==> config.mk <==
export PLATFORM = sky130hd
export DESIGN_NAME = reorder_buffer
export DESIGN_NICKNAME = d
export VERILOG_FILES = /design/src/rtl/reorder_buffer.sv
export SDC_FILE = /design/constraint.sdc
export NUM_CORES = 2
export LEC_CHECK = 0
export CAP_MARGIN = 40
export CORE_AREA = 2 2 272 274
export CTS_CLUSTER_DIAMETER = 40
export DETAILED_ROUTE_END_ITERATION = 10
export DIE_AREA = 0 0 274 276
export PLACE_DENSITY = 0.84
export RECOVER_POWER = 50
export SETUP_SLACK_MARGIN = 0.05
export SYNTH_ARGS = -nofsm -noshare
export SYNTH_HDL_FRONTEND = slang
export SYNTH_SLANG_ARGS = --single-unit
==> constraint.sdc <==
create_clock -name clk -period 10.6 [get_ports clk]
set_clock_uncertainty 0.2 [all_clocks]
set_input_delay 2.65 -clock clk [delete_from_list [all_inputs] [get_ports clk]]
set_output_delay 2.65 -clock clk [all_outputs]
set_load 0.02 [all_outputs]
==> src/rtl/reorder_buffer.sv <==
// Circular reorder buffer: allocates at issue, collects CDB results, retires
// in program order to the register file and raises a one-cycle flush on a
// mispredicted branch.
module reorder_buffer #(
    parameter int unsigned ROB_W = 3
) (
    input  logic             clk,
    input  logic             rst_n,
    input  logic             rdy,

    input  logic             issue_valid,
    input  logic [4:0]       issue_rd,
    input  logic [31:0]      issue_pc,
    input  logic             issue_is_branch,
    input  logic             issue_pred_taken,
    input  logic             issue_ready,
    input  logic [31:0]      issue_value,
    output logic             full,
    output logic [ROB_W-1:0] issue_rob_id,

    output logic             need_set_reg_dep,
    output logic [4:0]       set_dep_reg_id,
    output logic [ROB_W-1:0] set_dep_rob_id,

    output logic             need_set_reg_value,
    output logic [4:0]       set_value_reg_id,
    output logic [31:0]      set_val,
    output logic [ROB_W-1:0] set_reg_rob_id,

    input  logic [ROB_W-1:0] need_rob_id1,
    input  logic [ROB_W-1:0] need_rob_id2,
    output logic             rob_value1_ready,
    output logic [31:0]      rob_value1,
    output logic             rob_value2_ready,
    output logic [31:0]      rob_value2,

    input  logic             wb_valid,
    input  logic [ROB_W-1:0] wb_rob_id,
    input  logic [31:0]      wb_value,
    input  logic             wb_taken,
    input  logic [31:0]      wb_target,

    output logic             clear,
    output logic [31:0]      clear_pc
);

    localparam int unsigned DEPTH = 1 << ROB_W;
    localparam int unsigned CNT_W = ROB_W + 1;

    logic [DEPTH-1:0] busy;
    logic [DEPTH-1:0] ready;
    logic [DEPTH-1:0] is_branch;
    logic [DEPTH-1:0] pred_taken;
    logic [DEPTH-1:0] taken;
    logic [4:0]       rd     [DEPTH];
    logic [31:0]      value  [DEPTH];
    logic [31:0]      pc     [DEPTH];
    logic [31:0]      target [DEPTH];

    logic [ROB_W-1:0] head;
    logic [ROB_W-1:0] tail;
    logic [CNT_W-1:0] count;

    logic issue_fire;
    logic commit_fire;
    logic wb_fire;
    logic mispredict;

    // Handshake decode for the current cycle
    always_comb begin
        full        = (count == CNT_W'(DEPTH));
        issue_fire  = rdy & issue_valid & ~full & ~clear;
        commit_fire = rdy & ~clear & busy[head] & ready[head];
        wb_fire     = rdy & wb_valid & busy[wb_rob_id];
        mispredict  = commit_fire & is_branch[head] & (taken[head] != pred_taken[head]);
    end

    // Rename and commit requests toward the register file
    always_comb begin
        issue_rob_id       = tail;
        need_set_reg_dep   = issue_fire & (issue_rd != 5'd0);
        set_dep_reg_id     = issue_rd;
        set_dep_rob_id     = tail;
        need_set_reg_value = commit_fire & (rd[head] != 5'd0);
        set_value_reg_id   = rd[head];
        set_val            = value[head];
        set_reg_rob_id     = head;
    end

    // Operand lookups with same-cycle CDB forwarding
    always_comb begin
        rob_value1_ready = ready[need_rob_id1] | (wb_valid & (wb_rob_id == need_rob_id1));
        rob_value1       = (wb_valid & (wb_rob_id == need_rob_id1)) ? wb_value : value[need_rob_id1];
        rob_value2_ready = ready[need_rob_id2] | (wb_valid & (wb_rob_id == need_rob_id2));
        rob_value2       = (wb_valid & (wb_rob_id == need_rob_id2)) ? wb_value : value[need_rob_id2];
    end

    // Entry storage, pointers and flush sequencing
    always_ff @(posedge clk or negedge rst_n) begin
        if (!rst_n) begin
            busy       <= '0;
            ready      <= '0;
            is_branch  <= '0;
            pred_taken <= '0;
            taken      <= '0;
            for (int i = 0; i < int'(DEPTH); i++) begin
                rd[i]     <= 5'd0;
                value[i]  <= 32'd0;
                pc[i]     <= 32'd0;
                target[i] <= 32'd0;
            end
            head     <= '0;
            tail     <= '0;
            count    <= '0;
            clear    <= 1'b0;
            clear_pc <= 32'd0;
        end else if (rdy) begin
            if (clear) begin
                // Flush: everything younger than the mispredicted branch dies
                busy  <= '0;
                head  <= '0;
                tail  <= '0;
                count <= '0;
                clear <= 1'b0;
            end else begin
                if (wb_fire) begin
                    ready[wb_rob_id]  <= 1'b1;
                    value[wb_rob_id]  <= wb_value;
                    taken[wb_rob_id]  <= wb_taken;
                    target[wb_rob_id] <= wb_target;
                end
                if (issue_fire) begin
                    busy[tail]       <= 1'b1;
                    ready[tail]      <= issue_ready;
                    value[tail]      <= issue_value;
                    rd[tail]         <= issue_rd;
                    pc[tail]         <= issue_pc;
                    is_branch[tail]  <= issue_is_branch;
                    pred_taken[tail] <= issue_pred_taken;
                    taken[tail]      <= 1'b0;
                    target[tail]     <= 32'd0;
                    tail             <= tail + ROB_W'(1);
                end
                if (commit_fire) begin
                    busy[head] <= 1'b0;
                    head       <= head + ROB_W'(1);
                end
                count <= count + CNT_W'(issue_fire) - CNT_W'(commit_fire);
                clear <= mispredict;
                if (mispredict) begin
                    clear_pc <= taken[head] ? target[head] : pc[head] + 32'd4;
                end
            end
        end
    end

endmodule

==> metrics.yaml <==
clock_network:
  clockRootBuffer: "clkbuf_16"
  h-tree-depth: 3
  ctsHoldBuffers: 0
  insertion_delay_ns: 0.71
  post_cts_buffers: 0
  cts_tree: "built"
  cts_buffers: 109
  ctsResizeCount: 0
  clock_path_buffers: 3
  path_clk_slew_ns: 0.06
  clock_sinks: 891
critical_path:
  critPathTopFamily: "buffers and inverters"
  worst-setup-path-type: "in2out"
  arrival_ns: 6.59
  crit_required_ns: 7.75
  r2r_setup_slack_ns: 4.15
  start_kind: "primary input"
  path_depth: 8
  path_max_fanout: 26
  crit_start: "rdy"
  reg2regPathDepth: 12
  r2r_start: "set_reg_rob_id[2]"
  critPathSlowestCell: "clkbuf_1"
  max_stage_delay_ns: 1.01
  crit_buf_inv: 4
  crit_chain: "dlygate4sd3_1 > clkbuf_1 > nor2b_4 > o2111ai_1 > nor2_1 > buf_4 > o21a_1 > clkdlybuf4s50_1"
  endpoint_kind: "output pin"
floorplan:
  die-area_um2: 75600
  core_area_um2: 72600
  die-height_um: 276
  die_x_um: 274
  rows: 99
  io_pins: 304
  start_util_pct: 62.6
logic_synthesis:
  synth.avg_cell_area_um2: 10.2
  syn_inst: 4461
  synth_mux_area_share_pct: 17.2
  synthTopCellsByArea: "dfrtp_1, mux4_2, nand2_1"
  synth-seq-area-share_pct: 49.1
  yosys_warnings: 0
  synth_fa_ha_area_share_pct: 0.264
  yosys.area.top_type: "dfrtp_1"
  synth_xor_area_share_pct: 0.482
  yosys_most_used_dff: "dfrtp_1"
  synth_top_family_by_area: "compound AO/OA/AOI/OAI gates"
  yosys.area.top_type_share_pct: 49.1
  synth.distinct_cells: 73
  ys_async_sr_fraction_pct: 100
  synthSimpleGateAreaFrac_pct: 11.1
  synth_area_um2: 45400
  synth-compound-area-share_pct: 17.5
  syn_nets: 4621
  synth_edf_count: 0
  ys_ff_latch: 891
final_layout:
  final_common_cell: "dfrtp_1"
  drive_above_1_share_pct: 15.6
  synthToLayoutAreaGrowth_pct: 16.3
  layout_common_cells: "dfrtp_1, nand2_1, nor2_1"
  post-route-util_pct: 72.8
  nets: 4675
power_and_ir_drop:
  power_leakage_nw: 22.8
  ir_worst_vdd_v: 0.000229
  powerDensity_nw_per_um2: 307
  total_power_mw: 16.2
outcome:
  status: "finished, violations left"
  failed_checks: "capacitance limit, slew limit"
drt:
  ant_nets: 0
  wl_mm: 165
  vias_per_cell: 7.48
  dr.pass1.iters: 8
  drc_errors: 0
  wire_per_inst_um: 29.5
  dr_total_vias: 41700
  drt_iter0_drc: 8193
min_path:
  holdPathStages: 2
  min_path_type: "reg2reg"
  min-delay-start: "pc[213]"
timing:
  setup_viol: 0
  rsz0062_at_grt: "false"
  whs_ns: 0.267
  finalSetupTns_ns: 0
  fin_crit_ns: 9.44
  finalMaxSlewViolations: 300
  hold_viol_final: 0
  worstMarginPinSlew_ns: 6.33
  max_freq_ghz: 0.106
  min_period_over_period_pct: 89.1
  relSlewSlack_pct: -322
global_routing:
  grt_pass1_wl_mm: 247
  grt_max_degree: 203
  antenna_found_initial: 21
  grt_use_total_pct: 42.9
  overflow: 0
  grt_pass1_vias: 41800
place:
  port_buffers: 303
  hpwl_mm: 91.3
  routabilityCongestion: 0.911
job:
  cap_violations: 6
[state kept, by name (all words and copies together), names as in the netlist]
register and cells:
busy 8, clear_pc 32, value 256, count 4, target 256, clear 1, ready 8, is_branch 8
taken 8, rd 40, set_reg_rob_id 3, pred_taken 8, issue_rob_id 3, pc 256
[per-stage QoR]
step	instances	area, um2	setup WS (ns)
finish	5579	52800	1.16
global route	5570	52800	1.05
CTS	5561	52900	2.14
detailed placement	5362	49100	2.17
global placement	5345	48700	2.23
floorplan	4461	45400	3.10
[synthesized netlist by cell type, types with 8 or more instances]
cell,instances
dfrtp_1,891
nand2_1,722
nor2_1,357
a21oi_1,356
clkbuf_1,321
o21ai_0,299
o22ai_1,267
mux2_2,224
a22oi_1,175
mux4_2,164
mux2i_1,106
buf_1,102
a221oi_1,56
a22o_1,45
nand3_1,43
nand4_1,35
a31oi_1,22
inv_1,20
mux4_1,20
xnor2_1,20
buf_2,15
nor3_1,15
a221o_1,13
nor2b_1,11
o211ai_1,11
buf_4,10
a21o_1,9
nor4_1,9
or4_1,9
and2_1,8
ha_1,8
nand2b_1,8
[cell type report]
type | instances | area, um2
Antenna cell | 17 | 42.5
Clock buffer | 140 | 3030
Clock inverter | 59 | 763
Fill cell | 4760 | 19700
Inverter | 22 | 82.6
Multi-Input combinational cell | 3087 | 21400
Sequential cell | 891 | 22300
Tap cell | 959 | 1200
Timing Repair Buffer | 404 | 4020
[power breakdown]
group	leakage [nW]	switching, mW	internal [mW]
Sequential	11.4	1.14	4.71
Combinational	9.54	3.72	2.78
Clock	1.85	1.57	2.33
Total	22.8	6.43	9.82
[worst reg2reg max path, cell delays in order, from the launching register on]
cell and delay (ns):
dfrtp_2 0.36, clkbuf_1 1.86, nor3_2 0.51, buf_4 0.58
buf_4 0.44, a22oi_1 0.25, o211a_1 0.24, buf_4 0.55
nor2_1 0.12, o211ai_1 0.24, buf_4 0.47, mux2_2 0.42
o21a_1 0.10
[routing by layer]
| metal | routed length [um] | track usage [%] |
|---|---|---|
| met4 | 13700 | 30.5 |
| met2 | 71200 | 61.7 |
| met3 | 26100 | 16.8 |
| met1 | 53600 | 52.9 |
| met5 | 105 | 0.706 |
[kinds of logic after synthesis]
logic type / Yosys count
xor+xnor: 25
compound gates: 1295
buf+inv: 483
simple gates: 1242
fa+ha+maj: 9
flops: 891
mux: 516
[path summary, 6_finish.rpt]
path	to
max	need_set_reg_value
min	pc[213]
max reg2reg	clear_pc[20]
min reg2reg	pc[213]
max in group asynchronous	value[190]
min in group asynchronous	target[56]
Note: power is estimated with default switching activity, not from simulation.
